**config.mk**
```make
export PLATFORM = sky130hd
export DESIGN_NAME = pkt_stream_reg_slice
export DESIGN_NICKNAME = d
export VERILOG_FILES = /design/src/rtl/pkt_stream_pkg.sv /design/src/rtl/pkt_skid_stage.sv /design/src/rtl/pkt_stream_reg_slice.sv
export SDC_FILE = /design/constraint.sdc
export NUM_CORES = 1
export LEC_CHECK = 0
export BUFFER_PORTS_ARGS = -buffer_cell sky130_fd_sc_hd__buf_2
export CAP_MARGIN = 20
export CORE_ASPECT_RATIO = 0.9
export CORE_MARGIN = 3
export CORE_UTILIZATION = 48
export DETAILED_ROUTE_END_ITERATION = 8
export PLACE_DENSITY_LB_ADDON = 0.2
export SYNTH_ARGS = -nofsm -noshare
export SYNTH_HDL_FRONTEND = slang
export SYNTH_SLANG_ARGS = --single-unit
export TNS_END_PERCENT = 30
```
**constraint.sdc**
```tcl
create_clock -name clk_i -period 3.3 [get_ports clk_i]
set_clock_uncertainty 0.2 [all_clocks]
set_input_delay 0.66 -clock clk_i [delete_from_list [all_inputs] [get_ports clk_i]]
set_output_delay 0.66 -clock clk_i [all_outputs]
set_load 0.01 [all_outputs]
```
**src/rtl/pkt_stream_pkg.sv**
```systemverilog
// Shared types for the packet stream register slice: framing error codes,
// skid buffer occupancy states and small framing helper functions.
package pkt_stream_pkg;

   typedef enum logic [1:0] {
      ERR_NONE   = 2'd0,
      ERR_NO_EOP = 2'd1,
      ERR_ORPHAN = 2'd2
   } pkt_err_t;

   typedef enum logic [1:0] {
      SKID_EMPTY = 2'd0,
      SKID_ONE   = 2'd1,
      SKID_TWO   = 2'd2
   } skid_state_t;

   // A beat with no sop that arrives while no packet is open belongs to nothing
   function automatic logic is_orphan(input logic sop, input logic in_pkt);
      return ~sop & ~in_pkt;
   endfunction

   // A sop that arrives while a packet is still open means the old one lost its eop
   function automatic logic is_missing_eop(input logic sop, input logic in_pkt);
      return sop & in_pkt;
   endfunction

endpackage

```
**src/rtl/pkt_skid_stage.sv**
```systemverilog
// One fully registered 2-entry skid buffer. The main register drives the
// output; the skid register catches the beat accepted while the output stalls.
module pkt_skid_stage
   import pkt_stream_pkg::*;
#(
   parameter int WIDTH = 34
) (
   input  logic             clk_i,
   input  logic             rst_n_i,
   input  logic [WIDTH-1:0] data_i,
   input  logic             val_i,
   output logic             ready_o,
   output logic [WIDTH-1:0] data_o,
   output logic             val_o,
   input  logic             ready_i
);

   skid_state_t      state_q, state_d;
   logic [WIDTH-1:0] main_q, main_d;
   logic [WIDTH-1:0] skid_q, skid_d;
   logic             ready_q, ready_d;
   logic             push, pop;

   // Occupancy transitions and register loading for push/pop combinations
   always_comb begin
      push    = val_i & ready_q;
      pop     = (state_q != SKID_EMPTY) & ready_i;
      state_d = state_q;
      main_d  = main_q;
      skid_d  = skid_q;
      case (state_q)
         SKID_EMPTY: begin
            if (push) begin
               main_d  = data_i;
               state_d = SKID_ONE;
            end
         end
         SKID_ONE: begin
            if (push && pop) begin
               main_d = data_i;
            end else if (push) begin
               skid_d  = data_i;
               state_d = SKID_TWO;
            end else if (pop) begin
               state_d = SKID_EMPTY;
            end
         end
         SKID_TWO: begin
            if (pop) begin
               main_d  = skid_q;
               state_d = SKID_ONE;
            end
         end
         default: state_d = SKID_EMPTY;
      endcase
      ready_d = (state_d != SKID_TWO);
   end

   // State, data and ready registers; ready stays low until the first clock after reset
   always_ff @(posedge clk_i or negedge rst_n_i) begin
      if (!rst_n_i) begin
         state_q <= SKID_EMPTY;
         main_q  <= '0;
         skid_q  <= '0;
         ready_q <= 1'b0;
      end else begin
         state_q <= state_d;
         main_q  <= main_d;
         skid_q  <= skid_d;
         ready_q <= ready_d;
      end
   end

   assign ready_o = ready_q;
   assign val_o   = (state_q != SKID_EMPTY);
   assign data_o  = main_q;

endmodule

```
**src/rtl/pkt_stream_reg_slice.sv**
```systemverilog
// Register slice for the sop/eop/val/ready packet stream: a chain of skid
// stages plus an input framing checker and saturating packet/error counters.
module pkt_stream_reg_slice
   import pkt_stream_pkg::*;
#(
   parameter int DWIDTH       = 32,
   parameter int STAGES       = 2,
   parameter bit DROP_ORPHANS = 1'b0,
   parameter int CNT_WIDTH    = 16
) (
   input  logic                 clk_i,
   input  logic                 rst_n_i,
   input  logic [DWIDTH-1:0]    data_i,
   input  logic                 sop_i,
   input  logic                 eop_i,
   input  logic                 val_i,
   output logic                 ready_o,
   output logic [DWIDTH-1:0]    data_o,
   output logic                 sop_o,
   output logic                 eop_o,
   output logic                 val_o,
   input  logic                 ready_i,
   input  logic                 clr_stat_i,
   output logic                 err_o,
   output logic [1:0]           err_code_o,
   output logic [CNT_WIDTH-1:0] pkt_cnt_o,
   output logic [CNT_WIDTH-1:0] err_cnt_o
);

   typedef struct packed {
      logic [DWIDTH-1:0] data;
      logic              sop;
      logic              eop;
   } pkt_beat_t;

   localparam int BW = $bits(pkt_beat_t);

   pkt_beat_t            beat_in, beat_out;
   logic                 orphan, no_eop, drop_beat, push_val;
   logic                 in_xfer, out_xfer;
   logic                 in_pkt_q, in_pkt_d;
   logic                 err_q, err_d;
   pkt_err_t             err_code_q, err_code_d;
   logic [CNT_WIDTH-1:0] pkt_cnt_q, pkt_cnt_d;
   logic [CNT_WIDTH-1:0] err_cnt_q, err_cnt_d;

   assign beat_in   = {data_i, sop_i, eop_i};
   assign orphan    = is_orphan(sop_i, in_pkt_q);
   assign no_eop    = is_missing_eop(sop_i, in_pkt_q);
   assign drop_beat = DROP_ORPHANS & val_i & orphan;
   assign push_val  = val_i & ~drop_beat;

   generate
      if (STAGES == 0) begin : g_wire
         assign ready_o  = ready_i | drop_beat;
         assign val_o    = push_val;
         assign beat_out = beat_in;
      end else begin : g_stages
         logic [BW-1:0] stg_data [STAGES+1];
         logic [STAGES:0] stg_val;
         logic [STAGES:0] stg_rdy;

         assign stg_data[0]     = beat_in;
         assign stg_val[0]      = push_val;
         assign ready_o         = stg_rdy[0];
         assign stg_rdy[STAGES] = ready_i;
         assign beat_out        = stg_data[STAGES];
         assign val_o           = stg_val[STAGES];

         for (genvar i = 0; i < STAGES; i++) begin : g_stage
            pkt_skid_stage #(.WIDTH(BW)) u_stage (
               .clk_i   (clk_i),
               .rst_n_i (rst_n_i),
               .data_i  (stg_data[i]),
               .val_i   (stg_val[i]),
               .ready_o (stg_rdy[i]),
               .data_o  (stg_data[i+1]),
               .val_o   (stg_val[i+1]),
               .ready_i (stg_rdy[i+1])
            );
         end
      end
   endgenerate

   assign data_o   = beat_out.data;
   assign sop_o    = beat_out.sop;
   assign eop_o    = beat_out.eop;
   assign in_xfer  = val_i & ready_o;
   assign out_xfer = val_o & ready_i & eop_o;

   // Packet tracking, error classification and saturating statistics
   always_comb begin
      in_pkt_d   = in_pkt_q;
      err_d      = 1'b0;
      err_code_d = err_code_q;
      pkt_cnt_d  = pkt_cnt_q;
      err_cnt_d  = err_cnt_q;
      if (in_xfer) begin
         in_pkt_d = sop_i ? ~eop_i : (in_pkt_q & ~eop_i);
         if (orphan) begin
            err_d      = 1'b1;
            err_code_d = ERR_ORPHAN;
         end else if (no_eop) begin
            err_d      = 1'b1;
            err_code_d = ERR_NO_EOP;
         end
      end
      if (clr_stat_i) begin
         err_cnt_d = '0;
      end else if (err_d && (err_cnt_q != '1)) begin
         err_cnt_d = err_cnt_q + CNT_WIDTH'(1);
      end
      if (clr_stat_i) begin
         pkt_cnt_d = '0;
      end else if (out_xfer && (pkt_cnt_q != '1)) begin
         pkt_cnt_d = pkt_cnt_q + CNT_WIDTH'(1);
      end
   end

   // Checker and statistics registers
   always_ff @(posedge clk_i or negedge rst_n_i) begin
      if (!rst_n_i) begin
         in_pkt_q   <= 1'b0;
         err_q      <= 1'b0;
         err_code_q <= ERR_NONE;
         pkt_cnt_q  <= '0;
         err_cnt_q  <= '0;
      end else begin
         in_pkt_q   <= in_pkt_d;
         err_q      <= err_d;
         err_code_q <= err_code_d;
         pkt_cnt_q  <= pkt_cnt_d;
         err_cnt_q  <= err_cnt_d;
      end
   end

   assign err_o      = err_q;
   assign err_code_o = err_code_q;
   assign pkt_cnt_o  = pkt_cnt_q;
   assign err_cnt_o  = err_cnt_q;

endmodule

```
### After elaboration in Yosys (flattened, before gate mapping)

Index checks and enable logic that the tools add are counted.

* equal/unequal tests: 14
* bitwise logic cells: 12
* reductions and logical operators: 18
* add/subtract/negate cells: 2
* multiplexer cells: 30

Operators by type and width (number)
* $mux 34: 6
* $pmux 34 s3: 2
* $mux 16: 4
* $add 16x1->16 const B: 2
* $ne 16x16->1 const B: 2
* $mux 2: 12
* $pmux 2 s3: 2
* $ne 2x1->1 const B: 5
* $reduce_bool 2->1: 5
* $reduce_and 4->1: 2
* $and 1x1->1: 7
* $ne 2x2->1 const B: 3
* $reduce_and 3->1: 2
* $reduce_bool 3->1: 2
* $not 1->1: 5
* $eq 2x1->1 const B: 2
* $eq 2x2->1 const B: 2
* $logic_and 1x1->1: 4
* $logic_not 2->1: 2
* $mux 1: 4
* $reduce_and 2->1: 1

* output and inout port bits: 71
* bits in registers: 178

### Depth between registers and ports, before layout

Gate-level depths: netlist of the first run.

* depth in word-level cells: 7
* mapped depth: 7

### Modules after synthesis

Synthesis of the first run repeated with hierarchy kept, for this count alone.

* cells, all modules: 625
* area total of the unflattened synthesis: 8271.7 um2

By module, submodules not included
* pkt_skid_stage: cells an instance 204, times used 2, sequential area each 1776.7 um2, area each 3131.8 um2
* pkt_stream_reg_slice: cells an instance 217, times used 1, sequential area each 900.9 um2, area each 2008.2 um2

### Worst setup path after synthesis of the first run

No wires, ideal clock.

* kind: in2reg
* from: input sop_i
* to: register err_cnt_q[15] (netlist: err_cnt_o[15])
* path buffers: 0
* library setup time: 0.125 ns
* path slack: 0.806 ns
* data arrival time: 2.169 ns
* data required time: 2.975 ns
* cell stages on the path: 7
* path through: inv_1 -> ha_1 -> or2_2 -> clkinv_2 -> nand2_1 -> nor4b_1 -> mux2_2

* cells in the longest elaborated chain, start to end: 6

RTL lines
* start: declaration: line pkt_stream_reg_slice.sv:14 `input logic sop_i,`
* $and 1x1->1 or $not 1->1 (tied branches): line pkt_stream_pkg.sv:24, pkt_stream_pkg.sv:19
* $mux 1 or $and 1x1->1 (tied branches): line pkt_stream_reg_slice.sv:103, pkt_stream_pkg.sv:19
* $mux 1 (*): line pkt_stream_reg_slice.sv:100 `if (orphan) begin`
* $mux 1 (*): line pkt_stream_reg_slice.sv:98 `if (in_xfer) begin`
* named net err_d: line pkt_stream_reg_slice.sv:42 `logic err_q, err_d;`
* $logic_and 1x1->1 (*): line pkt_stream_reg_slice.sv:110 `end else if (err_d && (err_cnt_q != '1)) begin`
* $reduce_bool 2->1 (no source line) (*)
* end signal: assignment: line pkt_stream_reg_slice.sv:133 `err_cnt_q <= err_cnt_d;`
* end: declaration: line pkt_stream_reg_slice.sv:45 `logic [CNT_WIDTH-1:0] err_cnt_q, err_cnt_d;`

Mark *: on every way through the listed nets, which the timed path passes. The rest lies on a longest branch.
A chain may end at the register's enable or synchronous reset.

### Final worst setup path of the first run

* from: register g_stages.g_stage[1].u_stage.state_q[0]
* to: register g_stages.g_stage[1].u_stage.main_q[28]

* cells in the longest elaborated chain, start to end: 5

RTL lines
* start: declaration: line pkt_skid_stage.sv:18 `skid_state_t state_q, state_d;`
* start signal: assignment: line pkt_skid_stage.sv:67 `state_q <= state_d;`
* $reduce_bool 2->1: line pkt_skid_stage.sv:27 `pop = (state_q != SKID_EMPTY) & ready_i;`
* $and 1x1->1: line pkt_skid_stage.sv:27
* $logic_and 1x1->1: line pkt_skid_stage.sv:39 `if (push && pop) begin`
* $ne 2x1->1 (no source line)
* $reduce_and 4->1 (no source line)
* end signal: assignment: line pkt_skid_stage.sv:68 `main_q <= main_d;`
* end: declaration: line pkt_skid_stage.sv:19 `logic [WIDTH-1:0] main_q, main_d;`

Several ways; a longest one is shown, not always the timed one.

==> metrics.cfg, run 1 <==
[pwr]
ir_worst_vdd_uv = 538
cellLeakagePower_nw = 4.25
p_per_area_nw_per_um2 = 889

[placement]
port_buffers = 109
dp_hpwl_um = 11300
dpl-instance-area_um2 = 9100
gp_congestion = 0.883

[synthesis]
synth-async-reset-ratio = 1.00
syn-num-nets = 675
synth_cell_types = 52
synth_edf_count = 0
ys.flop_type = dfrtp_1
synthesis.area_um2 = 8290
synth_cells = 629
synth_seq_cells = 178
seq_area_frac_synth = 0.537
yosysWarnings = 0
syn_avg_cell_area_um2 = 13.2

[clock_tree]
clockRootBuffer = clkbuf_16
insertion_delay_ps = 420
ctsResizeCount = 0
htree_num_levels = 4
clkSlewWorstSetupHoldPaths_ps = 60
cts_tree = done
clockBufferDepth = 2
cts_buffers = 17
cts.sinks = 178

[floorplan]
die_h_um = 131
initial_core_util = 0.502
die_width_um = 145
ios = 110
std_cell_rows = 44
core_area_um2 = 16500
die-area_um2 = 18900

[cells_and_area]
final_nets = 781
multi_input_area_um2 = 3680
drive_gt1_frac = 0.509
final_cell_area_um2 = 9670
final_common_cell = mux2_2
register_area_um2 = 4450
syn2layout_area_growth_pct = 16.7
diodes = 0
final_cell_mix = 218 x mux2_2, 178 x dfrtp_1, 108 x buf_2
fillers = 1364

[min_path]
hp-class = input pin to register

[worst_setup_path]
criticalPathCategory = register to register
cp.arrival_ps = 2710
crit_fanout = 34
end_kind = register
required_ps = 3400
setup.worst_path.start_class = register

[global_route]
grt_overflow = 0
antenna_found_initial = 0
grt_pass1_wl_um = 27600
track_usage = 0.187
grt_start_max_net_pins = 76
grt_pass1_vias = 5469

[routing]
via_per_inst = 5.70
post-route-drc-count = 0
wl_per_cell_um = 18.0
ant_nets = 0
drt-initial-drc-count = 193
dr.pass1.iters = 4
vias = 5435
wl_um = 17200

[sta]
tightest_slew_ps = 860
drv_slew = 0
rsz0062_at_grt = false
slew_headroom = 0.422
setup_viol_count_final = 0
fin_crit_sh = 0.790
hold_ws_ps = 280
fin_tns_setup_ps = 0
fmax_mhz = 384
period_minus_slack_ps = 2610
hold_viol_final = 0

[run]
maxCapViolations = 0

[outcome]
status = completed

-- stage by stage --
step	power, W	utilization	cells	setup WS, ps
after floorplan	0.00579	-	629	806
after global placement	0.00658	0.551	922	601
after detailed placement	0.00676	0.551	922	464
after CTS	0.00872	0.586	953	676
after global routing	0.00914	0.586	953	581
final	0.00860	0.586	953	694
-- worst paths after layout --
check | endpoint | slack, ps | startpoint | depth (start not counted)
worst max-delay path | g_stages.g_stage[1].u_stage.data_o[28]$_DFFE_PN0P_ | 690 | g_stages.g_stage[1].u_stage.state_q[0]$_DFF_PN0_ | 7
worst min register to register | err_code_o[0]$_DFFE_PN0P_ | 290 | err_code_o[0]$_DFFE_PN0P_ | 2
worst max register to register | g_stages.g_stage[1].u_stage.data_o[28]$_DFFE_PN0P_ | 690 | g_stages.g_stage[1].u_stage.state_q[0]$_DFF_PN0_ | 7
max in group asynchronous | g_stages.g_stage[0].u_stage.data_o[20]$_DFFE_PN0P_ | 1610 | rst_n_i | 3
worst min-delay path | in_pkt_q$_DFFE_PN0P_ | 280 | eop_i | 2
min in group asynchronous | pkt_cnt_o[15]$_DFFE_PN0P_ | 520 | rst_n_i | 2
-- cell type report --
type	count	share of cell area
Clock inverter	8	0.00815
Clock buffer	22	0.0501
Timing Repair Buffer	119	0.0703
Inverter	10	0.00401
Sequential cell	178	0.461
Tap cell	207	0.0268
Multi-Input combinational cell	409	0.380
-- synth_stat cells, types with 2 or more instances --
cell | instances | area, um2
inv_1 | 9 | 33.8
clkbuf_1 | 13 | 48.8
nand2b_1 | 7 | 43.8
a21oi_1 | 18 | 90.1
nor2_1 | 24 | 90.1
or4_1 | 9 | 67.6
a31oi_1 | 5 | 31.3
dfrtp_1 | 178 | 4450
ha_1 | 7 | 87.6
nor2b_1 | 13 | 81.3
nand3_1 | 10 | 50.1
nand3b_1 | 3 | 22.5
buf_2 | 14 | 70.1
buf_1 | 3 | 11.3
a211oi_1 | 4 | 30.0
or2_2 | 2 | 12.5
and3_1 | 4 | 25.0
a32oi_1 | 2 | 17.5
nor3_1 | 8 | 40.0
o31ai_1 | 6 | 45.0
o21ai_0 | 8 | 40.0
and3b_1 | 2 | 17.5
mux2_2 | 218 | 2450
nand4_1 | 5 | 31.3
nor4_1 | 9 | 56.3
nor4b_1 | 3 | 26.3
nand2_1 | 17 | 63.8
a21o_1 | 3 | 22.5
or3_1 | 2 | 12.5
-- flip-flops by register name (all words and copies together) (netlist names) --
signal / flops
g_stages.g_stage.u_stage.skid_q: 68
err_cnt_o: 16
g_stages.g_stage.u_stage.state_q: 4
err_code_o: 2
g_stages.g_stage.u_stage.data_o: 68
pkt_cnt_o: 16
in_pkt_q: 1
err_o: 1
g_stages.g_stage.u_stage.ready_o: 2
-- per-layer routing --
metal  share of wire  track usage  up-vias
li1                -            -     2511
met1            0.46        0.249     2785
met2            0.48        0.303      119
met3           0.050       0.0462       20
met4           0.011       0.0598        0
met5               0            0        -
-- where the power goes --
group	internal [W]	leakage, nW	switching (W)
Clock	0.00111	0.267	0.000815
Sequential	0.00310	2.18	0.000518
Combinational	0.00176	1.80	0.00129
Total	0.00598	4.25	0.00262
-- critical path, stage by stage, from the launching register on --
cell      delay (ps)
dfrtp_1          410
inv_1            100
ha_1             290
nand2b_1         230
a211o_1          310
o21ai_4           60
buf_4            470
mux2_2           410
-- logic make-up (layout without fill, tap and decap cells) --
kind of cell             after synthesis  in the layout  share of synthesized area
multiplexers                         219            219                      0.297
flip-flops                           178            178                      0.537
AND/OR/NAND/NOR                      127            127                     0.0883
AO/OA/AOI/OAI                         55             55                     0.0427
buffers and inverters                 42            159                     0.0223
adder cells (fa/ha/maj)                8              8                     0.0118
-- repair_timing --
| action | in CTS | in global routing |
|---|---|---|
| hold endpoints to repair | 44 | 0 |
| setup buffers | 0 | 0 |
| hold buffers | 1 | 0 |
(Power assumes the default switching activity.)
==> inputs of run 2 (changes only) <==
--- a/config.mk
+++ b/config.mk
@@ -5,6 +5,7 @@
 export SDC_FILE = /design/constraint.sdc
 export NUM_CORES = 1
 export LEC_CHECK = 0
+export ABC_AREA = 1
 export BUFFER_PORTS_ARGS = -buffer_cell sky130_fd_sc_hd__buf_2
 export CAP_MARGIN = 20
 export CORE_ASPECT_RATIO = 0.9
==> constraint.sdc (replaced) <==
create_clock -name clk_i -period 2.56 [get_ports clk_i]
set_clock_uncertainty 0.2 [all_clocks]
set_input_delay 0.512 -clock clk_i [delete_from_list [all_inputs] [get_ports clk_i]]
set_output_delay 0.512 -clock clk_i [all_outputs]
set_load 0.01 [all_outputs]
==> metrics.cfg, run 2 <==
[floorplan]
die_width_um = 145  ; +0.35%
std_cell_rows = 45  ; +2.3%
die-area_um2 = 19000  ; +0.69%
initial_core_util = 0.493  ; -0.00924
die_h_um = 131  ; +0.34%
ios = 110  ; unchanged
core_area_um2 = 16900  ; +2.6%

[global_route]
grt_start_max_net_pins = 70  ; -7.9%
track_usage = 0.192  ; +0.00560
grt_overflow = 0  ; unchanged
grt_pass1_wl_um = 30400  ; +10%
grt_pass1_vias = 6083  ; +11%
antenna_found_initial = 0  ; unchanged

[cells_and_area]
utilization = 0.572  ; -0.0131
final_common_cell = nand2_1
final_cells = 1367  ; +43%
final_cell_mix = 265 x nand2_1, 178 x dfrtp_1, 111 x nor2_1
fillers = 1567  ; +15%
syn2layout_area_growth_pct = 16.2
drive_gt1_frac = 0.170  ; -0.340
final_nets = 1164  ; +49%

[sta]
period_minus_slack_ps = 2160  ; -444 ps
rsz0062_at_grt = false
drv_slew = 0  ; unchanged
slew_headroom = 0.588  ; +0.166
fin_crit_sh = 0.845  ; +0.0549
fmax_mhz = 463  ; +21%
fin_tns_setup_ps = 0  ; unchanged
timing.final.ws_setup_ps = 398  ; -296 ps
hold_viol_final = 0  ; unchanged
tightest_slew_ps = 618  ; -242 ps
setup_viol_count_final = 0  ; unchanged

[synthesis]
synthTopCellsByCount = 265 x nand2_1, 178 x dfrtp_1, 111 x nor2_1, 99 x inv_1, 95 x o21ai_0
synth_seq_cells = 178  ; unchanged
syn_avg_cell_area_um2 = 8.18  ; -38%
yosysWarnings = 0  ; unchanged
yosysMostFrequentCell = nand2_1
synth-async-reset-ratio = 1.00  ; unchanged
synth_edf_count = 0  ; unchanged
syn-num-nets = 1067  ; +58%
synth_cell_types = 28  ; -46%
synthesis.area_um2 = 8350  ; +0.72%
synth_top_area_frac = 0.534  ; -0.00387
synth_cells = 1021  ; +62%
yosys-top-cells-area = dfrtp_1 53%, nand2_1 12%, o21ai_0 5.7%
ys.flop_type = dfrtp_1
synth_top_area_cell = dfrtp_1
seq_area_frac_synth = 0.534  ; -0.00387

[clock_tree]
clockBufferDepth = 2  ; unchanged
insertion_delay_ps = 420  ; about the same
clockRootBuffer = clkbuf_16
cts_hold_repair.buffers = 1  ; unchanged
clkSlewWorstSetupHoldPaths_ps = 70  ; about the same
ctsResizeCount = 0  ; unchanged
cts_tree = done
cts.sinks = 178  ; unchanged
post-cts-setup-buffers = 0  ; unchanged
htree_num_levels = 4  ; unchanged
cts_buffers = 17  ; unchanged

[worst_setup_path]
slowest_stage = dfrtp_1
setup.worst_path.start_class = register
required_ps = 2660  ; -740 ps
criticalPathCategory = register to register
path_cells = inv_1 -> ha_1 -> inv_2 -> nand2_2 -> inv_1 -> nor2_2 -> nand2_2 -> buf_12 -> nand2_1 -> o21ai_0
cp_slowest_stage_delay_ps = 400  ; -70 ps
cp.arrival_ps = 2260  ; -450 ps
r2r_cells = 10  ; +3
end_kind = register
crit_fanout = 48  ; +41%

[placement]
place_ws_ps = 397  ; -67.1 ps
dp_hpwl_um = 11900  ; +5.3%
gp_congestion = 0.883  ; about the same
dp.cells = 1333  ; +45%
port_buffers = 109  ; unchanged

[routing]
wl_um = 17600  ; +2.6%
dr.pass1.iters = 5  ; +1
drt-initial-drc-count = 431  ; +120%
post-route-drc-count = 0  ; unchanged
ant_nets = 0  ; unchanged
via_per_inst = 4.93  ; -14%
wl_per_cell_um = 12.9  ; -28%
vias = 6739  ; +24%

[pwr]
cellLeakagePower_nw = 5.04  ; +19%
p_per_area_nw_per_um2 = 1080  ; +21%
ir_worst_vdd_uv = 652  ; +21%

[outcome]
status = completed

[min_path]
holdPathStages = 2  ; unchanged
hp-class = input pin to register

[run]
maxCapViolations = 0  ; unchanged

==> run 2: cell count changes after synthesis, moves of 24 or more <==
cell | before | now
a21oi_1 | 18 | 69
inv_1 | 9 | 99
mux2_2 | 218 | 0
nand2_1 | 17 | 265
nand4_1 | 5 | 29
nor2_1 | 24 | 111
o21ai_0 | 8 | 95
o21ai_1 | 0 | 50
==> run 2: kinds of logic (layout without fill, tap and decap cells) <==
logic type      Yosys count  in the layout  synth area share
other cells               0              1                 0
xor+xnor                  7              7           0.00734
fa+ha+maj                 7              7            0.0105
simple gates            451            451             0.226
compound gates          225            225             0.139
buf+inv                 153            263            0.0836
flops                   178            178             0.534
==> run 2: stage by stage <==
step           hold WS, ps  instance area (um2)  total power [W]
2_1_floorplan         16.4                 8350          0.00688
3_3_place_gp           261                 9080          0.00770
3_5_place_dp           267                 9080          0.00781
4_1_cts               90.0                 9700           0.0105
5_1_grt                109                 9700           0.0113
6_report               113                 9700           0.0104
==> run 2: metal layers <==
metal  vias to the layer above  global-route usage  share of wire
li1                       3469                   -              -
met1                      3102               0.283           0.50
met2                       150               0.290           0.44
met3                        18              0.0472          0.050
met4                         0              0.0459         0.0085
met5                         -                   0              0
==> run 2: worst paths after layout <==
check / slack, ps / from / to
setup / recovery: 400 / g_stages.g_stage[1].u_stage.state_q[0]$_DFF_PN0_ / g_stages.g_stage[1].u_stage.skid_q[8]$_DFFE_PN0P_
hold / removal: 110 / eop_i / in_pkt_q$_DFFE_PN0P_
setup reg to reg: 400 / g_stages.g_stage[1].u_stage.state_q[0]$_DFF_PN0_ / g_stages.g_stage[1].u_stage.skid_q[8]$_DFFE_PN0P_
hold reg to reg: 270 / g_stages.g_stage[1].u_stage.data_o[2]$_DFFE_PN0P_ / g_stages.g_stage[1].u_stage.data_o[2]$_DFFE_PN0P_
max in group asynchronous: 1120 / rst_n_i / g_stages.g_stage[1].u_stage.skid_q[24]$_DFFE_PN0P_
min in group asynchronous: 420 / rst_n_i / g_stages.g_stage[1].u_stage.data_o[8]$_DFFE_PN0P_
==> run 2: critical path: cells and delay by family, from the launching register on <==
| family | cells | cell delay (ps) |
|---|---|---|
| adders and majority gates | 1 | 230 |
| and+or+nand+nor | 4 | 580 |
| buffers and inverters | 4 | 550 |
| DFF | 1 | 400 |
| AOI/OAI and AO/OA | 1 | 80 |
==> run 2: power by group <==
group / switching [W] / internal, W
combinational: 0.00225 / 0.00118
sequential: 0.000423 / 0.00388
clock: 0.00110 / 0.00160
total: 0.00378 / 0.00665
==> run 2: cell type report <==
| class | instances | area [um2] | area share |
|---|---|---|---|
| Sequential cell | 178 | 4450 | 0.459 |
| Multi-Input combinational cell | 690 | 3200 | 0.330 |
| Timing Repair Buffer | 128 | 749 | 0.0773 |
| Clock buffer | 21 | 460 | 0.0475 |
| Inverter | 103 | 387 | 0.0399 |
| Tap cell | 235 | 294 | 0.0303 |
| Clock inverter | 11 | 151 | 0.0156 |
| Antenna cell | 1 | 2.50 | 0.000258 |
